**src/rtl/man_anim_sequencer.sv**
```systemverilog
// rtl/man_anim_sequencer.sv - frame-synchronous animation index sequencer
module man_anim_sequencer #(
   parameter int NUM_STATES = 8,
   parameter int SPD_W      = 3
) (
   input  logic             clk,
   input  logic             rst,
   input  logic             frame_tick,
   input  logic             run,
   input  logic             dir,
   input  logic             pingpong,
   input  logic [SPD_W-1:0] speed,
   input  logic             step,
   output logic [3:0]       man_state,
   output logic             state_changed
);

   typedef enum logic [1:0] {S_BLANK, S_RUN, S_PAUSE} state_t;

   localparam logic [3:0] L_LAST = NUM_STATES[3:0];
   localparam logic [3:0] L_PREV = L_LAST - 4'd1;

   state_t           r_state;
   state_t           w_next_state;
   logic [SPD_W-1:0] r_frm_cnt;
   logic [SPD_W-1:0] w_frm_cnt_nxt;
   logic             r_step_pend;
   logic             w_step_pend_nxt;
   logic             r_pp_dir;
   logic             w_pp_dir_nxt;
   logic [3:0]       r_man_state;
   logic             r_changed;
   logic             w_adv;
   logic             w_load_one;
   logic [3:0]       w_adv_val;

   // Next index for one advance step, plus the bounce direction update
   always_comb begin
      w_adv_val    = r_man_state;
      w_pp_dir_nxt = r_pp_dir;
      if (pingpong) begin
         if (!r_pp_dir) begin
            if (r_man_state == L_LAST) begin
               w_pp_dir_nxt = 1'b1;
               w_adv_val    = L_PREV;
            end else begin
               w_adv_val = r_man_state + 4'd1;
            end
         end else begin
            if (r_man_state == 4'd1) begin
               w_pp_dir_nxt = 1'b0;
               w_adv_val    = 4'd2;
            end else begin
               w_adv_val = r_man_state - 4'd1;
            end
         end
      end else if (!dir) begin
         w_adv_val = (r_man_state == L_LAST) ? 4'd1 : r_man_state + 4'd1;
      end else begin
         w_adv_val = (r_man_state == 4'd1) ? L_LAST : r_man_state - 4'd1;
      end
   end

   // Sequencer FSM: decides on each frame tick whether to load, advance or hold
   always_comb begin
      w_next_state    = r_state;
      w_frm_cnt_nxt   = r_frm_cnt;
      w_step_pend_nxt = r_step_pend;
      w_adv           = 1'b0;
      w_load_one      = 1'b0;
      case (r_state)
         S_BLANK: begin
            if (frame_tick) begin
               w_load_one    = 1'b1;
               w_frm_cnt_nxt = '0;
               w_next_state  = run ? S_RUN : S_PAUSE;
            end
         end
         S_RUN: begin
            if (frame_tick) begin
               if (!run) begin
                  w_next_state = S_PAUSE;
               end else if (r_frm_cnt >= speed) begin
                  // >= so a speed reduction mid-count lands on the next tick
                  w_adv         = 1'b1;
                  w_frm_cnt_nxt = '0;
               end else begin
                  w_frm_cnt_nxt = r_frm_cnt + 1'b1;
               end
            end
         end
         S_PAUSE: begin
            if (frame_tick) begin
               if (run) begin
                  w_next_state    = S_RUN;
                  w_frm_cnt_nxt   = '0;
                  w_step_pend_nxt = 1'b0;
               end else if (r_step_pend || step) begin
                  w_adv           = 1'b1;
                  w_step_pend_nxt = 1'b0;
               end
            end else if (step) begin
               w_step_pend_nxt = 1'b1;
            end
         end
         default: w_next_state = S_BLANK;
      endcase
   end

   // State, counters and registered outputs
   always_ff @(posedge clk) begin
      if (rst) begin
         r_state     <= S_BLANK;
         r_frm_cnt   <= '0;
         r_step_pend <= 1'b0;
         r_pp_dir    <= 1'b0;
         r_man_state <= 4'd0;
         r_changed   <= 1'b0;
      end else begin
         r_state     <= w_next_state;
         r_frm_cnt   <= w_frm_cnt_nxt;
         r_step_pend <= w_step_pend_nxt;
         r_changed   <= w_adv | w_load_one;
         if (w_load_one) begin
            r_man_state <= 4'd1;
         end else if (w_adv) begin
            r_man_state <= w_adv_val;
            r_pp_dir    <= w_pp_dir_nxt;
         end
      end
   end

   assign man_state     = r_man_state;
   assign state_changed = r_changed;

endmodule
```
**config.mk**
```make
export PLATFORM = sky130hd
export DESIGN_NAME = man_anim_sequencer
export DESIGN_NICKNAME = d
export VERILOG_FILES = /design/src/rtl/man_anim_sequencer.sv
export SDC_FILE = /design/constraint.sdc
export NUM_CORES = 1
export LEC_CHECK = 0
export ABC_AREA = 1
export CAP_MARGIN = 20
export CORE_ASPECT_RATIO = 0.75
export CORE_UTILIZATION = 25
export CTS_BUF_LIST = sky130_fd_sc_hd__clkbuf_8
export CTS_CLUSTER_SIZE = 10
export DETAILED_ROUTE_END_ITERATION = 10
export PLACE_DENSITY = 0.48
export SLEW_MARGIN = 40
export SYNTH_ARGS = -nofsm -noshare
export SYNTH_HDL_FRONTEND = slang
export SYNTH_SLANG_ARGS = --single-unit
```
**constraint.sdc**
```tcl
create_clock -name clk -period 1.3 [get_ports clk]
set_input_delay 0.26 -clock clk [delete_from_list [all_inputs] [get_ports clk]]
set_output_delay 0.26 -clock clk [all_outputs]
set_load 0.01 [all_outputs]
```
### After elaboration in Yosys (flattened, before gate mapping)

Cells that the tools add are included.

* flip-flop bits (word level): 12
* input bits: 10
* output and inout bits: 5
* word-level logic and storage cells: 73

* $add $sub $neg: 3
* order comparisons: 1
* eq/ne operators: 11
* mux-type cells: 39
* bitwise logic cells: 2
* reductions and logical operators: 10

Operators with widths (count)
* 2-to-1 mux 4 bit: 7
* 2-to-1 mux 3 bit: 6
* 2-to-1 mux 1 bit: 17
* 2-to-1 mux 2 bit: 6
* != test 2 bit (second input constant): 6
* one-hot mux 3 bit (3 select lines): 1
* one-hot mux 2 bit (3 select lines): 1
* AND reduction 3 bit: 2
* AND reduction 6 bit: 1
* AND reduction 5 bit: 1
* adder 4 x 1 -> 4 bit (second input constant): 1
* equality test 4 x 1 -> 1 bit (second input constant): 1
* equality test 4 bit (second input constant): 1
* nonzero test 2 bit: 2
* subtractor 4 x 1 -> 4 bit (second input constant): 1
* adder 3 x 1 -> 3 bit (second input constant): 1
* >= comparator 3 bit: 1
* != test 3 x 1 -> 1 bit (second input constant): 1
* nonzero test 3 bit: 1
* equality test 2 x 1 -> 1 bit (second input constant): 1
* equality test 2 bit (second input constant): 1
* logical NOT 2 bit: 1
* one-hot mux 1 bit (2 select lines): 1
* OR reduction 2 bit: 1
* other kinds (3): 3

### Logic depth before layout (Yosys ltp)

Gate-level depths: netlist (run 1).

* depth in word-level cells: 7
* mapped depth: 13
* mapped depth without buffers: 13

### Worst setup path before layout (run 1)

No wires, ideal clock.

* path type: register -> register
* start point: reg r_man_state[0] (netlist: man_state[0])
* end point: reg r_man_state[1] (netlist: man_state[1])
* library setup time: 0.115 ns
* arrival: 1.338 ns
* required time: 1.185 ns
* slack: -0.153 ns
* cell stages (with the launch flop): 11
* buffers on the path: 0
* period minus slack after synthesis: 1.453 ns
* cells stage by stage: dfxtp_1 inv_1 ha_1 inv_1 nand2_1 nand2_1 nand2_1 o21ai_1 nand3_1 nand2_1 nor2_1

* longest elaborated chain between the ends: 4
* elaborated cells on any way between the ends: 11
* those cells by class: 2 x add/sub; 2 x eq/ne; 7 x mux

Ends and longest elaborated chain
* from (decl): RTL line 31 `logic [3:0] r_man_state;`
* from (signal assigned): RTL line 127 `r_man_state <= w_adv_val;`
* adder 4 x 1 -> 4 bit, or another cell as far along: RTL line 47, 58
* 2-to-1 mux 4 bit, on equally long branches
* 2-to-1 mux 4 bit, on equally long branches: RTL line 57, 42
* 2-to-1 mux 4 bit (*): RTL line 41 `if (pingpong) begin`

Mark *: on every way between the ends. The rest lies on a longest branch, timed or not.
A chain may end at the register's enable or synchronous reset.

### Final worst setup path (run 1)

* start point: reg r_frm_cnt[0]
* end point: reg r_man_state[0] (netlist: man_state[0])

* longest elaborated chain between the ends: 6

Ends and longest elaborated chain
* from (decl): RTL line 25 `logic [SPD_W-1:0] r_frm_cnt;`
* from (signal assigned): RTL line 121 `r_frm_cnt <= w_frm_cnt_nxt;`
* >= comparator 3 bit: RTL line 83 `end else if (r_frm_cnt >= speed) begin`
* 2-to-1 mux 1 bit: RTL line 83
* 2-to-1 mux 1 bit: RTL line 81 `if (!run) begin`
* 2-to-1 mux 1 bit: RTL line 80 `if (frame_tick) begin`
* one-hot mux 1 bit (2 select lines): RTL line 71 `case (r_state)`
* nonzero test 2 bit (no line)

Every way passes these cells.

==> run summary, run 1 <==
Outcome: complete, but fails checks
Violated checks: negative setup slack
DP Cell Count: 244
Total Nets Final: 224
Number of cell rows: 19
Max-cap violations: 0
Average detailed-routed wire length per instance: 10.7 um
Initial standard-cell utilization of the core: 26.9%
Pin count of the biggest net entering global routing: 8
Required time at the worst-slack endpoint: 1.44 ns
Post-placement worst setup slack: -0.521 ns
Top library cells by usage in the layout, fill and taps aside: nand2_1 (40), buf_4 (27), nor2_1 (17)
Most common cell after layout, fill and taps aside: nand2_1
Std-Cell Core Area: 3760 um2
RSZ-0062 raised after global routing: yes
Part of the total power dissipated in combinational logic: 61.2%
Routed Antenna Nets: 0
Quantity of I/O buffers inserted on ports: 14
Area growth from synthesis to layout: 57.6%
Relative slew slack: 80.9%
Number of primary I/O pins: 15
Clk slew on worst S/H paths: 0.06 ns
Worst-skew pair later-pin latency: 0.24 ns
Net switching power: 1.02 mW
Top delay family on crit path: simple AND/OR/NAND/NOR gates
Static leakage: 0.772 nW
Clock tree buffer depth: 2
Setup ws final: -0.133 ns
Ordered cell list for the critical path: inv_2, ha_4, inv_2, nand2_1, nand2_1, nand2_2, nand2_2, nand2_4, nand2_4, nand2_2, nand2_1, nand2_1, nor2_1
Seq cells post-synth: 12
Category of the critical setup timing path: reg -> reg
Number of CTS-inserted buffers: 3
Vertical extent of the die: 57.0 um
Overall overflow remaining after global route: 0
Minimum clock period after layout: 1.43 ns
First-pass GRT wire length: 4.59 mm
Dominant cells by area after synthesis: dfxtp_1 (24%), nand2_1 (16%), ha_1 (14%)
Most frequent cell on the critical path: nand2_1
Global placement routability congestion: 0.825
Remaining design rule violation count: 0
Vias/cell: 4.43
Die Area: 4300 um2
Endpoint arrival time on the critical path: 1.58 ns
Drt pass-1 iters: 4
Switching fraction of total power: 40.9%
Maximum ir drop on the vdd rail: 1.03 mV
Initial DRC count: 51
Cell area after synthesis: 1010 um2
Quantity of hold-fixing buffers added after cts: 0
Synthesized area per cell: 6.43 um2
Number of standard cells in the final layout excluding fillers: 254
Internal power contribution: 1.48 mW
Worst-margin pin slew: 0.284 ns
Post-Route WL: 2.72 mm
Post-synthesis cell type count: 22
Max Fclk: 698 MHz
TritonCTS sink count: 12
Number of pins with negative max-slew slack in the final report: 0
Placed wire-length estimate: 1.99 mm
Tightest hold margin: 0.510 ns
Final antenna diode count: 0
Cell type of the slowest stage on the worst timing path: dfxtp_2
Final setup viols: 8
Clock skew after layout: 0.00418 ns
Total routing resource utilization after global routing: 13.9%
Sum of internal, switching and leakage power: 2.50 mW
Final std cell area, no fill: 1590 um2
Post-Synthesis Net Count: 178
Final Hold Fails: 0
Initial antenna violation count: 0
Clock Power Share: 16.7%
Sequential cell fraction of total power: 22.2%
Max incr delay on CP: 0.34 ns
Final core occ: 42.4%
Hold/Removal Path Class: reg -> reg
Synth area leader: dfxtp_1
Clock root cell: clkbuf_8
Pwr/cell area: 1570 nW/um2
Die width: 75.4 um
Number of warnings reported in the yosys synthesis log: 0
Layout filler cell count: 395
Sequential cell area fraction in the yosys report: 23.8%
Share of the clock period used by the worst path: 110%
Clock tree from TritonCTS: built
Top-area cell type share of the netlist area: 23.8%
Kind of capture point of the worst setup path: flip-flop
Worst-path maximum fanout: 6
Cells after Synth: 157
Total Neg Setup Slack: -0.762 ns
Startpoint class of the critical path: flip-flop
Number of global-route vias before repair: 1096
Vias after detailed routing: 1126
Area of placed instances: 1420 um2
Worst Path Buf+Inv: 2
Ratio of cells with drive above 1 in the final layout: 41.1%
Number of H-tree levels: 1
kinds of logic (layout without fill, tap and decap cells):
kind of cell               Yosys count  count (layout)  share of synthesized area (%)
xor gates and xnor gates             3               3                           2.60
and+or+nand+nor                     80              80                           35.2
adders and majority gates           11              11                           13.6
DFF                                 12              12                           23.8
buffers and inverters               23              68                           8.55
AOI/OAI and AO/OA                   28              28                           16.2
worst register-to-register path, stage by stage, from the launching register on:
cell and delay (ns):
dfxtp_2 0.34, inv_2 0.06, ha_4 0.26, inv_2 0.03
nand2_1 0.04, nand2_1 0.05, nand2_2 0.09, nand2_2 0.07
nand2_4 0.11, nand2_4 0.08, nand2_2 0.07, nand2_1 0.04
nand2_1 0.05, nor2_1 0.04
synthesized netlist by cell type:
master and count:
nand2_1 44, inv_1 18, nor2_1 17, a21oi_1 16, dfxtp_1 12, ha_1 11
o21ai_1 6, inv_2 5, nand3_1 5, nand4_1 4, nand2_2 3, nor3_1 3
nand2_4 2, nand3_2 2, xnor2_1 2, a211oi_1 1, a31oi_1 1, o21a_1 1
o21ai_0 1, o21ai_2 1, o21bai_4 1, xor2_1 1
cell type report:
cell class | count | area [um2] | area share, %
Inverter | 23 | 88.8 | 5.58
Multi-Input combinational cell | 122 | 796 | 50.0
Tap cell | 52 | 65.1 | 4.09
Timing Repair Buffer | 41 | 334 | 21.0
Sequential cell | 12 | 253 | 15.9
Clock buffer | 4 | 55.1 | 3.46
sequential cells by signal (all words and copies together), names as in the netlist:
name	cells
r_step_pend	1
r_state	2
r_frm_cnt	3
state_changed	1
man_state	4
r_pp_dir	1
per-layer routing:
| metal | GRT usage, % | share of wire, % | up-vias | wire length (um) |
|---|---|---|---|---|
| met5 | 0 | 0 | - | 0 |
| met4 | 3.97 | 1.7 | 0 | 46 |
| met3 | 4.42 | 3.6 | 8 | 98 |
| met2 | 21.9 | 44 | 17 | 1200 |
| met1 | 18.1 | 51 | 500 | 1370 |
| li1 | - | - | 601 | - |
worst paths after layout:
kind / end / cells after the start / from / slack, ns
setup / recovery: man_state[0] / 13 / r_frm_cnt[0] / -0.13
hold / removal: r_state[0] / 2 / r_state[0] / 0.51
setup reg to reg: man_state[0] / 13 / r_frm_cnt[0] / -0.13
hold reg to reg: r_state[0] / 2 / r_state[0] / 0.51
timing repair:
action                     4_1_cts  5_1_grt
resized for setup               25       12
buffers inserted                 3        3
pin swaps                       15        9
setup endpoints to repair       16       12
power groups by stage:
stage / combinational, mW / sequential [mW] / clock [mW]
after floorplan: 0.775 / 0.558 / 0
after global placement: 1.28 / 0.540 / 0
after detailed placement: 1.30 / 0.543 / 0
after CTS: 1.43 / 0.538 / 0.431
after global routing: 1.73 / 0.566 / 0.453
final: 1.53 / 0.555 / 0.416
Note: power is estimated with default switching activity, not from simulation.
==> inputs of run 2 (changes only) <==
--- a/config.mk
+++ b/config.mk
@@ -6,8 +6,9 @@
 export NUM_CORES = 1
 export LEC_CHECK = 0
 export ABC_AREA = 1
-export CAP_MARGIN = 20
+export CAP_MARGIN = 0
 export CORE_ASPECT_RATIO = 0.75
+export CORE_MARGIN = 2
 export CORE_UTILIZATION = 25
 export CTS_BUF_LIST = sky130_fd_sc_hd__clkbuf_8
 export CTS_CLUSTER_SIZE = 10
==> run 2 against run 1 <==
Compared with the run above: the run still ends with negative setup slack left; via count fell by 3.2%; critical path depth fell by 4; fmax rose by 2.5%; power rose by 7.0%; cell area rose by 5.5%; sequential power rose by 2%; register-to-register slack improved by 0.03 ns; non-clock buffer count fell by 2; clock power rose by 2%; sequential share of layout area fell by 0.68 points; hold slack got worse by 0.048 ns; critical path type unchanged; critical endpoint unchanged; largest cell class unchanged.
==> run summary, run 2 (synthesized netlist as in run 1, its figures left out) <==
Worst flop-to-flop path endpoint: man_state[0]
Layout filler cell count: 397 (+0.51%)
Final core occ: 44.7% (+2.3 points)
Number of H-tree levels: 1 (unchanged)
Max Fclk: 715 MHz (+2.5%)
Pin count of the biggest net entering global routing: 8 (unchanged)
Setup ws final: -0.0979 ns (+0.0349 ns)
Worst-margin pin slew: 0.354 ns (+0.0697 ns)
Placed wire-length estimate: 1.99 mm (-0.13%)
End of the worst hold path: r_step_pend
Die Area: 4570 um2 (+6.3%)
Clk slew on worst S/H paths: 0.06 ns (about the same)
Total routing resource utilization after global routing: 12.3% (-1.6 points)
Initial antenna violation count: 0 (unchanged)
Hold Startpoint: frame_tick
Endpoint arrival time on the critical path: 1.54 ns (-0.04 ns)
Routing usage on met2: 19.8% (-2.2 points)
Clock Power Share: 15.8% (-0.9 points)
M1 GR Usage: 16.8% (-1.4 points)
Hold/Removal Path Class: in -> reg
Vias after detailed routing: 1090 (-3.2%)
Top library cells by usage in the layout, fill and taps aside: nand2_1 (36), buf_4 (22), nor2_1 (15)
Number of primary I/O pins: 15 (unchanged)
Vertical extent of the die: 59.0 um (+3.5%)
Kind of capture point of the worst setup path: flip-flop
Hold depth: 3 (+1)
Std-Cell Core Area: 3760 um2 (unchanged)
Logic depth of the worst register-to-register path: 9 (-4)
Switching fraction of total power: 41.9% (+1.1 points)
Critical register-to-register path startpoint: r_frm_cnt[2]
Die width: 77.4 um (+2.7%)
Max-cap violations: 0 (unchanged)
Relative slew slack: 76.2% (-4.7 points)
Vias/cell: 4.33 (-2.4%)
Internal power contribution: 1.55 mW (+5.1%)
Number of global-route vias before repair: 1003 (-8.5%)
Number of flip-flops in the largest register: 4 (unchanged)
Quantity of I/O buffers inserted on ports: 14 (unchanged)
Post-Route WL: 2.72 mm (+0.26%)
Maximum ir drop on the vdd rail: 0.820 mV (-21%)
Category of the critical setup timing path: reg -> reg
Outcome: complete, but fails checks
Clock root cell: clkbuf_8
Clock skew after layout: 0.00155 ns (-0.00264 ns)
Overall overflow remaining after global route: 0 (unchanged)
Area growth from synthesis to layout: 66.3%
Area of placed instances: 1420 um2 (+0.53%)
Quantity of hold-fixing buffers added after cts: 0 (unchanged)
Final Hold Fails: 0 (unchanged)
Pwr/cell area: 1590 nW/um2 (+1.4%)
Final antenna diode count: 0 (unchanged)
Clock tree from TritonCTS: built
Ratio of cells with drive above 1 in the final layout: 45.0% (+3.9 points)
Minimum clock period after layout: 1.40 ns (-0.0349 ns)
Global routing met3 resource utilization: 3.05% (-1.4 points)
Part of the total power dissipated in combinational logic: 63.1% (+1.9 points)
Share of the clock period used by the worst path: 108% (-2.7 points)
Most common cell after layout, fill and taps aside: nand2_1
Routed Antenna Nets: 0 (unchanged)
Initial DRC count: 69 (+35%)
Reg2Reg Setup Slack: -0.1 ns (+0.03 ns)
Violated checks: negative setup slack
Sum of internal, switching and leakage power: 2.68 mW (+7.0%)
Worst-skew pair later-pin latency: 0.25 ns (about the same)
Number of cell rows: 19 (unchanged)
TritonCTS sink count: 12 (unchanged)
Average detailed-routed wire length per instance: 10.8 um (+1.1%)
Number of standard cells in the final layout excluding fillers: 252 (-0.79%)
Static leakage: 0.794 nW (+2.8%)
Final std cell area, no fill: 1680 um2 (+5.5%)
Number of pins with negative max-slew slack in the final report: 0 (unchanged)
Global placement routability congestion: 0.885 (+7.3%)
GRT busiest layer: met2
Remaining design rule violation count: 0 (unchanged)
Total Nets Final: 222 (-0.89%)
DP Cell Count: 245 (+0.41%)
Startpoint class of the critical path: flip-flop
Final setup viols: 6 (-2)
Tightest hold margin: 0.462 ns (-0.0482 ns)
Required time at the worst-slack endpoint: 1.44 ns (about the same)
Sequential cell fraction of total power: 21.1% (-1.1 points)
Clock tree buffer depth: 2 (unchanged)
First-pass GRT wire length: 4.44 mm (-3.3%)
Drt pass-1 iters: 4 (unchanged)
RSZ-0062 raised after global routing: yes
Net switching power: 1.12 mW (+9.8%)
Worst-path maximum fanout: 6 (unchanged)
Number of CTS-inserted buffers: 3 (unchanged)
Initial standard-cell utilization of the core: 26.9% (unchanged)
[run 2: metal layers]
metal	share of wire [%]	wire (um)
met2	46	1250
met5	0	0
met4	0.73	20
met3	3.9	106
met1	49	1340
[run 2: worst max-delay path by stage]
stage / startpoint / end / slack [ns] / depth (start not counted)
floorplan: r_frm_cnt[0] / man_state[0] / -0.003 / 13
global placement: speed[1] / man_state[0] / -0.49 / 14
detailed placement: speed[2] / man_state[0] / -0.51 / 14
CTS: r_frm_cnt[1] / r_frm_cnt[0] / -0.11 / 9
global route: r_frm_cnt[0] / man_state[0] / -0.19 / 13
finish: r_frm_cnt[2] / man_state[0] / -0.1 / 9
[run 2: repair_timing]
item                       CTS  global route
pin swaps                   20            12
hold endpoints to repair     0             0
resized for setup           37            27
buffers inserted             2             1
setup endpoints to repair   16            13
[run 2: power by group through the flow]
| stage | logic [mW] | registers, mW | clock network [mW] |
|---|---|---|---|
| floorplan | 0.775 | 0.558 | 0 |
| detailed placement | 1.30 | 0.541 | 0 |
| finish | 1.69 | 0.565 | 0.424 |
| CTS | 1.48 | 0.539 | 0.434 |
| global placement | 1.28 | 0.540 | 0 |
| global route | 1.87 | 0.581 | 0.451 |
[run 2: through the flow]
step                      setup slack [ns]  setup TNS [ns]
after floorplan                   -0.00262        -0.00262
after global placement              -0.489           -4.21
after detailed placement            -0.511           -4.33
after CTS                           -0.114          -0.396
after global routing                -0.192           -1.14
final                              -0.0979          -0.348
[run 2: cell type report]
type | instances | area, um2 | share of cell area [%]
repair buffers | 39 | 334 | 19.9
well taps | 52 | 65.1 | 3.87
multi-input cells | 122 | 876 | 52.2
clock buffers | 4 | 55.1 | 3.28
inverters | 23 | 93.8 | 5.59
flip-flops and latches | 12 | 255 | 15.2
[run 2: critical path, stage by stage, from the launching register on]
cell and delay (ns):
dfxtp_2 0.34, ha_4 0.24, a21oi_2 0.18, nand2_4 0.08, nand2_2 0.07, nand2_4 0.08
nand2_4 0.10, nand2_2 0.06, nor2_1 0.09, nor2_1 0.05
==> inputs of run 3 (changes only) <==
--- a/config.mk
+++ b/config.mk
@@ -8,7 +8,6 @@
 export ABC_AREA = 1
 export CAP_MARGIN = 0
 export CORE_ASPECT_RATIO = 0.75
-export CORE_MARGIN = 2
 export CORE_UTILIZATION = 25
 export CTS_BUF_LIST = sky130_fd_sc_hd__clkbuf_8
 export CTS_CLUSTER_SIZE = 10
==> results of run 3 <==
The final DEF is identical to that of run 1; final timing and power are the same.
==> variant: new RTL, config.mk and constraints of run 2 <==
Change the parameter `SPD_W` from 3 to 5.
--- a/src/rtl/man_anim_sequencer.sv
+++ b/src/rtl/man_anim_sequencer.sv
@@ -1,7 +1,7 @@
 // rtl/man_anim_sequencer.sv - frame-synchronous animation index sequencer
 module man_anim_sequencer #(
    parameter int NUM_STATES = 8,
-   parameter int SPD_W      = 3
+   parameter int SPD_W      = 5
 ) (
    input  logic             clk,
    input  logic             rst,
Ports: changed (resized speed); port bits go from 15 to 17. The function was not compared with the original's and may differ.
==> variant against run 2 <==
The run still ends with setup timing left; design area rose by 8.4%; power rose by 1.5%; hold slack improved by 0.067 ns; non-clock buffer count rose by 2; synthesized cell count rose by 8.9%; setup slack got worse by 0.081 ns; synthesized area rose by 10%; sequential cell count rose by 2; routed wire length rose by 8.7%; clock skew rose by 0.0028 ns; maximum frequency fell by 5.4%; critical path depth rose by 4; critical path type unchanged; largest cell class unchanged; largest power group unchanged.
==> variant: results (changes against run 2) <==
stage,metric,value,unit,change
outcome,status,"finished, violations left",,
outcome,violations,setup timing,,
clock_tree,cts_made_buffers,3,,unchanged
worst_hold_path,hold_path.class,reg2reg,,
synthesis,ys_types,23,,+4.5%
sta,worstMarginPinSlew,0.334,ns,-0.0203 ns
power_and_ir_drop,peakVddDrop,0.906,mV,+10%
global_route,grt_pass1_vias,1137,,+13%
global_route,grt_pass1_wl,4900,um,+10%
route,num_vias,1179,,+8.2%
critical_path,cp_slowest_stage_delay,0.32,ns,-0.02 ns
global_route,grt_start_max_net_pins,9,,+1
route,viasPerCell,4.35,,+0.58%
synthesis,synth_area_leaders,"dfxtp_1 25%, ha_1 15%, nand2_1 11%",,
route,totalWireLength,2960,um,+8.7%
synthesis,synth_common_cells,"32 x nand2_1, 25 x inv_1, 25 x nor2_1",,
sta,setup_slack,-0.178,ns,-0.0805 ns
global_route,antenna_found_initial,0,,unchanged
power_and_ir_drop,power_leakage,0.828,nW,+4.3%
finish,drive_above_1_share,40.7,%,-4.3 points
sta,fin_worst_skew,0.00431,ns,+0.00277 ns
finish,nFillCells,431,,+8.6%
critical_path,path_buf_inv,3,,+3
sta,setup_violations,13,,+7
route,first_pass_iters,4,,unchanged
clock_tree,clk_pin_slew_worst_paths,0.06,ns,about the same
placed_design,placed_cells,264,,+7.8%
clock_tree,clockBufferDepth,2,,unchanged
synthesis,ys_seq_area_share,25.2,%,+1.4 points
finish,nets,242,,+9.0%
finish,largest_reg_flops,5,,+1
clock_tree,h-tree-depth,1,,unchanged
finish,regMostFlops,r_frm_cnt,,
clock_tree,cts_root_buf,clkbuf_8,,
synthesis,syn_inst,171,,+8.9%
placed_design,portBuffers,16,,+2
route,drt_iter0_drc,41,,-41%
placed_design,hpwl,2250,um,+13%
placed_design,gp_congestion,0.814,,-8.0%
synthesis,synthArstFlopShare,0,%,unchanged
global_route,grt_usage,12.7,%,+0.45 points
finish,antennaDiodeCount,0,,unchanged
critical_path,cp_max_fo,4,,-2
synthesis,yosysWarningCount,0,,unchanged
critical_path,cp.arrival,1.62,ns,+0.08 ns
synthesis,syn-num-nets,196,,+10%
==> variant: per-stage QoR <==
| step | setup slack, ns | hold slack (ns) | cell area, um2 | TNS, ns |
|---|---|---|---|---|
| after floorplan | -0.0433 | 0.322 | 1180 | -0.215 |
| after global placement | -0.606 | 0.500 | 1570 | -6.33 |
| after detailed placement | -0.637 | 0.513 | 1570 | -6.68 |
| after CTS | -0.188 | 0.519 | 1690 | -1.43 |
| after global routing | -0.274 | 0.544 | 1820 | -2.75 |
| final | -0.178 | 0.529 | 1820 | -1.41 |
==> variant: area by class of cell <==
cell class	instances	area (um2)	area share, %
repair buffers	41	340	18.7
well taps	55	68.8	3.78
clock buffers	4	55.1	3.02
multi-input cells	127	936	51.4
inverters	30	121	6.67
flip-flops and latches	14	299	16.4
==> variant: cell families after synthesis <==
family          Yosys count  share of synthesized area (%)
flops                    14                           25.2
compound gates           32                           15.9
xor+xnor                  5                           3.94
simple gates             77                           30.2
buf+inv                  30                           10.1
fa+ha+maj                13                           14.6
==> variant: path summary, 6_finish.rpt <==
kind | to | slack [ns] | cells past startpoint | start
worst max-delay path | man_state[0] | -0.18 | 13 | r_frm_cnt[0]
worst min-delay path | r_step_pend | 0.53 | 2 | r_step_pend
worst max register to register | man_state[0] | -0.18 | 13 | r_frm_cnt[0]
worst min register to register | r_step_pend | 0.53 | 2 | r_step_pend
==> variant: routing by layer <==
layer,GRT usage (%),wire [um],vias up
li1,-,-,640
met2,19.2,1250,20
met3,3.76,110,4
met4,3.39,34,0
met5,0,0,-
met1,17.9,1570,515
==> variant: tightest hold or removal path, cell delays in order (launching register included) <==
cell      delay, ns
dfxtp_1        0.32
a21oi_1        0.11
a211oi_1       0.05
==> variant: repair_timing <==
item | CTS | global route
setup buffers | 1 | 2
resized for setup | 29 | 29
pin swaps | 16 | 18
setup endpoints to repair | 18 | 13
==> variant: power breakdown <==
part / leakage (nW) / total (mW) / switching, mW / internal [mW]
Clock: 0.0288 / 0.437 / 0.168 / 0.268
Sequential: 0.119 / 0.624 / 0.0940 / 0.530
Combinational: 0.681 / 1.66 / 0.909 / 0.747
Total: 0.828 / 2.72 / 1.17 / 1.55
